==> config.mk <==
export PLATFORM = sky130hd
export DESIGN_NAME = parking_slot_ctrl
export DESIGN_NICKNAME = d
export VERILOG_FILES = /design/src/rtl/parking_slot_ctrl.sv
export SDC_FILE = /design/constraint.sdc
export NUM_CORES = 1
export LEC_CHECK = 0
export BUFFER_PORTS_ARGS = -buffer_cell sky130_fd_sc_hd__buf_2
export CAP_MARGIN = 15
export CORE_MARGIN = 1.5
export CORE_UTILIZATION = 37
export CTS_CLUSTER_DIAMETER = 60
export DETAILED_ROUTE_END_ITERATION = 10
export SLEW_MARGIN = 40
export SYNTH_ARGS = -nofsm -noshare
export SYNTH_HDL_FRONTEND = slang
export SYNTH_SLANG_ARGS = --single-unit
==> constraint.sdc <==
create_clock -name clk -period 2.4 [get_ports clk]
set_clock_uncertainty 0.15 [all_clocks]
set_input_delay 0.12 -clock clk [delete_from_list [all_inputs] [get_ports clk]]
set_output_delay 0.12 -clock clk [all_outputs]
set_load 0.005 [all_outputs]
==> src/rtl/parking_slot_ctrl.sv <==
// rtl/parking_slot_ctrl.sv - parking slot occupancy tracker with timed gate FSM (optional PARK_STATS_EN entry counter)
module parking_slot_ctrl #(
    parameter int NUM_SLOTS   = 6,
    parameter int GATE_CYCLES = 100000000
) (
    input  logic                           clk,
    input  logic                           rst,
    input  logic [3:0]                     key_value,
    output logic [NUM_SLOTS-1:0]           occupied,
    output logic [$clog2(NUM_SLOTS+1)-1:0] free_count,
    output logic                           full,
    output logic                           empty,
    output logic                           gate_open,
    output logic                           gate_dir,
    output logic [3:0]                     last_slot,
    output logic                           err,
`ifdef PARK_STATS_EN
    output logic [15:0]                    total_entries,
`endif
    output logic                           drop
);

    localparam int CW = $clog2(NUM_SLOTS + 1);
    localparam int TW = (GATE_CYCLES > 1) ? $clog2(GATE_CYCLES) : 1;
    localparam logic [3:0]    MAX_KEY    = 4'(NUM_SLOTS);
    localparam logic [CW-1:0] ALL_FREE   = CW'(NUM_SLOTS);
    localparam logic [TW-1:0] TIMER_LOAD = TW'(GATE_CYCLES - 1);

    typedef enum logic {
        IDLE,
        OPEN
    } state_t;

    state_t                 state_q, state_d;
    logic [3:0]             prev_key_q;
    logic [TW-1:0]          timer_q, timer_d;
    logic [NUM_SLOTS-1:0]   occ_q, occ_d;
    logic [CW-1:0]          free_q, free_d;
    logic                   full_q, full_d;
    logic                   empty_q, empty_d;
    logic                   gate_open_q, gate_open_d;
    logic                   gate_dir_q, gate_dir_d;
    logic [3:0]             last_slot_q, last_slot_d;
    logic                   err_q, err_d;
    logic                   drop_q, drop_d;
`ifdef PARK_STATS_EN
    logic [15:0]            entries_q, entries_d;
`endif

    // A command is a fresh non-zero key; the decoder holds its value, so a repeat needs an intervening change
    logic                   new_key;
    logic                   key_valid;
    logic [NUM_SLOTS-1:0]   slot_mask;
    logic                   slot_free;

    // Decode the incoming key against the previous cycle's value and the current occupancy
    always_comb begin
        new_key   = (key_value != prev_key_q) && (key_value != 4'd0);
        key_valid = (key_value <= MAX_KEY);
        slot_mask = NUM_SLOTS'(1) << (key_value - 4'd1);
        slot_free = ~|(occ_q & slot_mask);
    end

    // Next-state and output logic for the gate FSM, occupancy and counters
    always_comb begin
        state_d     = state_q;
        timer_d     = timer_q;
        occ_d       = occ_q;
        free_d      = free_q;
        gate_open_d = gate_open_q;
        gate_dir_d  = gate_dir_q;
        last_slot_d = last_slot_q;
        err_d       = new_key && !key_valid;
        drop_d      = 1'b0;
`ifdef PARK_STATS_EN
        entries_d   = entries_q;
`endif

        case (state_q)
            IDLE: begin
                if (new_key && key_valid) begin
                    occ_d       = occ_q ^ slot_mask;
                    last_slot_d = key_value;
                    gate_dir_d  = slot_free;
                    gate_open_d = 1'b1;
                    timer_d     = TIMER_LOAD;
                    state_d     = OPEN;
                    // Entry only happens on a free slot and exit on an occupied one, so this never wraps
                    if (slot_free) begin
                        free_d = free_q - CW'(1);
`ifdef PARK_STATS_EN
                        if (entries_q != 16'hFFFF) begin
                            entries_d = entries_q + 16'd1;
                        end
`endif
                    end else begin
                        free_d = free_q + CW'(1);
                    end
                end
            end
            OPEN: begin
                // Keys arriving while the gate is busy are discarded, not queued
                drop_d = new_key && key_valid;
                if (timer_q == '0) begin
                    gate_open_d = 1'b0;
                    state_d     = IDLE;
                end else begin
                    timer_d = timer_q - TW'(1);
                end
            end
            default: begin
                state_d = IDLE;
            end
        endcase

        // Flags are derived from the next count so they land in the same edge as free_count
        full_d  = (free_d == '0);
        empty_d = (free_d == ALL_FREE);
    end

    // State register with synchronous reset; reset also aborts any open gate
    always_ff @(posedge clk) begin
        if (rst) begin
            state_q     <= IDLE;
            prev_key_q  <= 4'd0;
            timer_q     <= '0;
            occ_q       <= '0;
            free_q      <= ALL_FREE;
            full_q      <= 1'b0;
            empty_q     <= 1'b1;
            gate_open_q <= 1'b0;
            gate_dir_q  <= 1'b0;
            last_slot_q <= 4'd0;
            err_q       <= 1'b0;
            drop_q      <= 1'b0;
`ifdef PARK_STATS_EN
            entries_q   <= 16'd0;
`endif
        end else begin
            state_q     <= state_d;
            prev_key_q  <= key_value;
            timer_q     <= timer_d;
            occ_q       <= occ_d;
            free_q      <= free_d;
            full_q      <= full_d;
            empty_q     <= empty_d;
            gate_open_q <= gate_open_d;
            gate_dir_q  <= gate_dir_d;
            last_slot_q <= last_slot_d;
            err_q       <= err_d;
            drop_q      <= drop_d;
`ifdef PARK_STATS_EN
            entries_q   <= entries_d;
`endif
        end
    end

    assign occupied   = occ_q;
    assign free_count = free_q;
    assign full       = full_q;
    assign empty      = empty_q;
    assign gate_open  = gate_open_q;
    assign gate_dir   = gate_dir_q;
    assign last_slot  = last_slot_q;
    assign err        = err_q;
    assign drop       = drop_q;
`ifdef PARK_STATS_EN
    assign total_entries = entries_q;
`endif

endmodule
== Word-level counts from Yosys, hierarchy flattened ==
Cells that the tools add are included.
W data, S select, Z words.
Operators by class
  add/sub/neg operators: 4
  $lt $le $gt $ge: 1
  eq/ne operators: 5
  shift operators: 1
  mux-type cells: 12
  bitwise operators: 3
  reduce and logical (&&, ||, !) cells: 13
Operators by type and width (number)
  $mux W27: 2
  $pmux W27 S2: 1
  $logic_not A27 Y1: 1
  $sub A27 B1 Y27 const B: 1
  $mux W3: 3
  $and A6 B6 Y6: 1
  $reduce_and A2 Y1: 3
  $reduce_or A6 Y1: 1
  $shl A1 B4 Y6 const A: 1
  $xor A6 B6 Y6: 1
  $le A4 B3 Y1 const B: 1
  $mux W1: 4
  $ne A2 B2 Y1 const B: 2
  $ne A4 B4 Y1: 1
  $pmux W1 S2: 2
  $reduce_bool A4 Y1: 1
  $sub A4 B1 Y4 const B: 1
  $add A3 B1 Y3 const B: 1
  $eq A3 B3 Y1 const B: 1
  $logic_and A1 B1 Y1: 3
  $logic_not A3 Y1: 1
  $sub A3 B1 Y3 const B: 1
  $logic_not A1 Y1: 2
  $ne A2 B1 Y1 const B: 1
  2 further kinds: 2
Storage, ports and cells
  flip-flop bits (word level): 51
  output and inout bits: 19

== Longest topological paths before layout ==
Gate-level depths: netlist of the first run.
  depth after elaboration: 8
  depth in mapped cells: 10
  mapped depth without buffers: 9

== Least setup slack after synthesis of the first run ==
Ideal clock, no wire load.
  kind: input port to flip-flop
  start point: input key_value[1]
  end point: register empty_q (netlist: empty)
  setup time: 0.122 ns
  data arrival time: 2.254 ns
  data required time: 2.128 ns
  setup slack: -0.126 ns
  stages: 10
  buffers on the path: 1
  path through: clkbuf_1 > nand2b_1 > nor2_1 > ha_1 > nor4_1 > nand2_1 > fa_1 > xnor2_1 > xnor2_1 > a311o_1
Between the ends
  longest elaborated chain between the ends: 8
Ends and longest elaborated chain
  from (decl): line 8  | input logic [3:0] key_value,
  $sub A4 B1 Y4: line 60  | slot_mask = NUM_SLOTS'(1) << (key_value - 4'd1);
  $shl A1 B4 Y6: line 60
  $and A6 B6 Y6: line 61  | slot_free = ~|(occ_q & slot_mask);
  $reduce_or A6 Y1: line 61
  $mux W3: line 89  | if (slot_free) begin
  $mux W3 (*): line 81  | if (new_key && key_valid) begin
  $mux W3 (*): line 79  | case (state_q)
  $eq A3 B3 Y1 (*): line 118  | empty_d = (free_d == ALL_FREE);
  to (signal assigned): line 146  | empty_q <= empty_d;
  to (decl): line 40  | logic empty_q, empty_d;
Every way passes the cells marked *; elsewhere a longest branch is shown, timed or not.
A chain may end at the register's enable or synchronous reset.

== Worst setup path after layout of the first run ==
  start point: register timer_q[2]
  end point: register timer_q[14]
Between the ends
  longest elaborated chain between the ends: 3
Ends and longest elaborated chain
  from (decl): line 36  | logic [TW-1:0] timer_q, timer_d;
  from (signal assigned): line 142  | timer_q <= timer_d;
  $sub A27 B1 Y27 / $logic_not A27 Y1 (equally long branches): line 108, 104
  $mux W27 / $ne A2 B2 Y1 (equally long branches)
  $pmux W27 S2 / $reduce_and A2 Y1 (equally long branches)
Parallel ways exist; a longest one is shown, timed or not. The select of a mux whose other input is x is not followed.

==> metrics.txt, run 1 <==
synthesized cell area=2445 um2; cell taking the most area after synthesis=dfxtp_1; n_diodes=0; endpoints failing setup=0; WS Path Type=reg -> reg; CP required=2440 ps; first-iteration detailed-routing DRC count=83; fin crit share=0.9795; setup tns final=0 ps; Seq/Total Area, Yosys=0.4176; pwr dens=669.7 nW/um2; Vias=2,303; final net count=362; CTS H-tree lvls=2; Fillers=634; Residual DRC=0; crit-path cells=or4_4 -> or4_4 -> a2111oi_4 -> xnor2_1 -> a21oi_1; delay-heaviest family, CP=simple AND/OR/NAND/NOR gates; final hold violation count=0; Static Leakage=1.317 nW; Avg WL per Cell=13.97 um; area occupied by multi-input gates=1463 um2; Slew @ Worst Pin=489.6 ps; Synth Warn #=0; wire length after detailed routing=5951 um; grt ovf=0; first-pass iteration count of the detailed router=4; GPL Wtd Cong=0.8019; root buffer cell=clkbuf_8; vias in the first global route=2,211; Num Clock Sinks=51; dpl ws=-211.9 ps; Reg clk slew, reported paths=100 ps; fin worst setup slack=49.28 ps; Worst-Skew Late Latency=310 ps; initial antenna violation count=0; non-filler cells, final=426; Peak VDD IR=0.3205 mV; Main synth FF type=dfxtp_1; I/O Buffers=24; outcome=finished clean; Max-Cap Viols=0; Die Y=84.29 um; Fmax=425.4 MHz; Max Slew Vio Count=0; Post-CTS Setup Bufs=0; FF+latch count, synth=51; XOR/XNOR Fraction of Synth Area=0.06807; Placement Rows=29; Slowest-stage cell, CP=or4_4; Synth area leaders=dfxtp_1 (42%), a21oi_1 (5.1%), nand2_1 (4.5%); simple-gate share of the synthesized area=0.2733; CP dominant cell by count=or4_4; Overall Power=2.148 mW; Antenna Violating Nets Remaining=0; Post-DP HPWL=4028 um; Compound-Gate Fraction of Synth Area=0.1566; top cells by count, synth=dfxtp_1 (51), nand2_1 (29), a21oi_1 (25), nor2_1 (22); Synth Area in Adders=0.04401; CTS tree=done; first-pass GRT wire length=10,120 um; post-layout util=0.5050; Yosys top cell area share=0.4176; DP Cell Count=416; Die ar.=7104 um2; Max clock buf depth=2; Vias/cell=5.406; worst min path class=in -> reg; multiplexer area fraction after synthesis=0.004094; number of enable flip-flop cells after synthesis=0; WP data arrival=2390 ps; Area growth, synth to finish=31.17%; largest net degree at the start of global routing=36; die width=84.29 um; ys async rst share=0; GRT Total Usage=0.1715; post-synthesis net count=302; starting density of the core=0.3850; critical path peak fanout=3; max incr delay on CP=610 ps; Post-Synthesis Cells=288; Worst slew margin=0.6706; core area=6350 um2; Buf/Inv on CP=0; Critical Path End Type=register; Seq. cell area=1021 um2; I/O pin count=25; most common cell in the netlist=dfxtp_1; largest family of logic cells by synthesized area=simple AND/OR/NAND/NOR gates; number of distinct library cells after synthesis=46; Min Clock Period, post-route=2351 ps; TritonCTS Buffers=5; startpoint types=register; Synth Area per Inst=8.489 um2; share of cells above drive strength 1=0.3009
-- worst paths after layout --
check | from | end | slack (ps) | depth (start not counted)
min reg2reg | last_slot[0] | last_slot[0] | 320 | 2
max | timer_q[2] | timer_q[14] | 50 | 5
max reg2reg | timer_q[2] | timer_q[14] | 50 | 5
min | key_value[3] | prev_key_q[3] | 60 | 3
-- state kept, by name, indices dropped and copies added, names as in the netlist --
signal,count
drop,1
empty,1
err,1
free_count,3
full,1
gate_dir,1
gate_open,1
last_slot,4
occupied,6
prev_key_q,4
state_q,1
timer_q,27
-- cells in the final DEF, fill, tap and decap left out, types with 6 or more instances in the layout --
master   synthesis  layout
a21oi_1         25      25
buf_2            2      24
buf_4            0      43
dfxtp_1         51      51
ha_1             7       7
nand2_1         29      28
nand3_1          7       7
nor2_1          22      22
nor3_1          15      13
nor4_1          12      10
or3_1            7       7
or4_4            1       6
xnor2_1          7       6
xor2_1          12      12
-- per-stage QoR --
step	hold WS, ps	cell area, um2
after floorplan	254.2	2460
after global placement	290.4	2964
after detailed placement	302.3	2964
after CTS	55.83	3151
after global routing	86.03	3207
final	59.30	3207
-- power breakdown --
part           switching (mW)  internal [mW]
clock network           0.305          0.315
registers              0.0470          0.914
logic                   0.296          0.271
-- cell families after synthesis --
family                     count (synthesis)
AOI/OAI and AO/OA                         60
xor gates and xnor gates                  19
adders and majority gates                  8
buffers and inverters                     23
DFF                                       51
muxes                                      1
and+or+nand+nor                          126
-- worst register-to-register path: stages, from the launching register on --
cell and delay, ps:
dfxtp_1 330, or4_4 560, or4_4 610, a2111oi_4 350
xnor2_1 160, a21oi_1 80
-- timing repair --
| item | CTS | global route |
|---|---|---|
| cloned | 1 | 0 |
| pin swaps | 1 | 5 |
| resized for setup | 10 | 14 |
| endpoints found under the setup margin | 7 | 13 |
| hold buffers | 1 | 0 |
| endpoints found under the hold margin | 8 | 0 |
-- area by class of cell --
type | instances | area share
clock buffer | 5 | 0.02146
clock inverter | 3 | 0.01444
inverter | 5 | 0.005853
multi-input combinational | 215 | 0.4561
sequential | 51 | 0.3184
tap | 77 | 0.03004
timing repair buffer | 70 | 0.1537
-- metal layers --
layer | global-route usage | vias up | share of wire
li1 | - | 1179 | -
met1 | 0.2199 | 1099 | 0.48
met2 | 0.2851 | 21 | 0.49
met3 | 0.03540 | 4 | 0.021
met4 | 0.06259 | 0 | 0.0084
met5 | 0 | - | 0
(Power assumes the default switching activity.)
==> run 2, diff against run 1 <==
Settings changed: CORE_ASPECT_RATIO from default to 0.6, CORE_UTILIZATION 37 to 52, PLACE_DENSITY from default to 0.75.
==> run 2 against run 1 <==
Critical path depth up 2. Clock power down 1%. Global-route usage up 8.2 points. Cell area down 1.6%. Sequential power up 0.4%. First-iteration DRC count up 89%. Largest cell class unchanged.
==> metrics.txt, run 2 (synthesized netlist as in run 1, its figures left out) <==
largest net degree at the start of global routing=28; CP required=2490 ps; share of power burned in the clock network=0.285; wl on met1=3158 um; worst r2r src=timer_q[6]; core area=4541 um2; endpoints failing setup=0; Die Y=56.12 um; starting density of the core=0.5384; combinational power share=0.266; worst min path class=in -> reg; WP data arrival=2390 ps; GRT Total Usage=0.2530; Slew @ Worst Pin=562.7 ps; vias in the first global route=2,083; Vias/cell=5.829; startpoint types=register; max incr delay on CP=540 ps; I/O Buffers=24; Slowest-stage cell, CP=or4_4; Worst slew margin=0.6218; Fmax=434.0 MHz; Worst-Skew Late Latency=310 ps; Residual DRC=0; R2R cell count=7; Post-CTS Setup Bufs=0; top routing layer used=met4; fin worst setup slack=96.02 ps; non-filler cells, final=410; area occupied by multi-input gates=1474 um2; final hold violation count=0; I/O pin count=25; met3 routed WL=398 um; CP Capture Point=timer_q[20]; CP startpoint=timer_q[6]; DP Cell Count=401; first-iteration detailed-routing DRC count=157; sequential share of power=0.448; WS Path Type=reg -> reg; switching power=0.6633 mW; Avg WL per Cell=15.45 um; outcome=finished clean; Pint=1.488 mW; Max Slew Vio Count=0; R2R setup slack=100 ps; die width=91.52 um; Sw Ratio=0.3083; largest reg by FF count=timer_q; first-pass iteration count of the detailed router=4; CP dominant cell by count=buf_4; fin crit share=0.9600; dpl ws=-127.8 ps; first-pass GRT wire length=10,160 um; Fillers=352; most frequent cells in the layout=dfxtp_1 (51), buf_4 (44), nand2_1 (28); Max clock buf depth=2; wire length after detailed routing=6335 um; final instance area=3156 um2; Peak VDD IR=0.3398 mV; Max-Cap Viols=0; GPL Wtd Cong=0.8937; most common cell after layout, fill and taps aside=dfxtp_1; initial antenna violation count=0; setup tns final=0 ps; Antenna Violating Nets Remaining=0; TritonCTS Buffers=5; worst reg2reg path endpoint=timer_q[20]; Critical Path End Type=register; met2 wire length=2715 um; share of cells above drive strength 1=0.3026; CTS tree=done; Area growth, synth to finish=29.07%; root buffer cell=clkbuf_8; grt ovf=0; Min Clock Period, post-route=2304 ps; Placement Rows=19; Seq. cell area=1021 um2; Vias=2,390; pwr dens=681.7 nW/um2; Num Clock Sinks=51; Hold WS=54.54 ps; final net count=360; CTS H-tree lvls=2; max FFs per register=27; Static Leakage=1.301 nW; n_diodes=0; Area after DPL=2914 um2; crit-path cells=or4_4 -> buf_4 -> nor3_4 -> buf_4 -> nand3_1 -> or3_1 -> a31oi_1; Reg clk slew, reported paths=100 ps; Die ar.=5136 um2; CTS Hold Bufs=0; Post-DP HPWL=4357 um; critical path peak fanout=3
[run 2: cell types whose count changed in the layout (fill, tap and decap cells not counted), sizes merged]
| cell | before | now |
|---|---|---|
| buf | 69 | 68 |
| clkinv | 0 | 2 |
| clkinvlp | 1 | 0 |
| dlygate4sd3 | 1 | 0 |
| inv | 6 | 5 |
[run 2: routing by layer]
metal	global-route usage	up-vias
met2	0.3593	86
met4	0.06473	0
met3	0.05055	9
li1	-	1164
met5	0	-
met1	0.3870	1131
[run 2: layout make-up]
cell class                 instances  share of cell area
tap                               63             0.02498
timing repair buffer              68              0.1427
multi-input combinational        215              0.4671
sequential                        51              0.3236
inverter                           5            0.005948
clock inverter                     3             0.01388
clock buffer                       5             0.02181
[run 2: metrics by stage]
stage                 util  power, mW
floorplan                -      1.281
global placement    0.6418      1.468
detailed placement  0.6418      1.482
CTS                 0.6784      2.116
global route        0.6950      2.255
finish              0.6950      2.151
[run 2: worst min-delay path by stage]
| stage | from | end | slack, ps | cells past startpoint |
|---|---|---|---|---|
| floorplan | drop | drop | 250 | 0 |
| global placement | last_slot[0] | last_slot[0] | 290 | 2 |
| detailed placement | last_slot[2] | last_slot[2] | 300 | 2 |
| CTS | rst | free_count[0] | 50 | 2 |
| global route | rst | free_count[0] | 70 | 2 |
| finish | rst | free_count[0] | 50 | 2 |
[run 2: worst max-delay path, delay by kind of cell (launching register included)]
family / cells / cell delay (ps)
flip-flops: 1 / 320
AND/OR/NAND/NOR: 4 / 1260
AO/OA/AOI/OAI: 1 / 170
buffers and inverters: 2 / 330
[run 2: repair_timing]
item	CTS	global route
gates cloned	1	0
pin swaps	2	7
resized for setup	10	14
endpoints found under the setup margin	13	13
hold endpoints to repair	0	0
[run 2: power groups by stage]
| stage | registers, mW | clock network [mW] | logic [mW] |
|---|---|---|---|
| final | 0.965 | 0.614 | 0.572 |
| after global routing | 0.974 | 0.658 | 0.622 |
| after CTS | 0.961 | 0.624 | 0.531 |
| after detailed placement | 0.980 | 0 | 0.502 |
| after global placement | 0.977 | 0 | 0.491 |
| after floorplan | 0.988 | 0 | 0.293 |
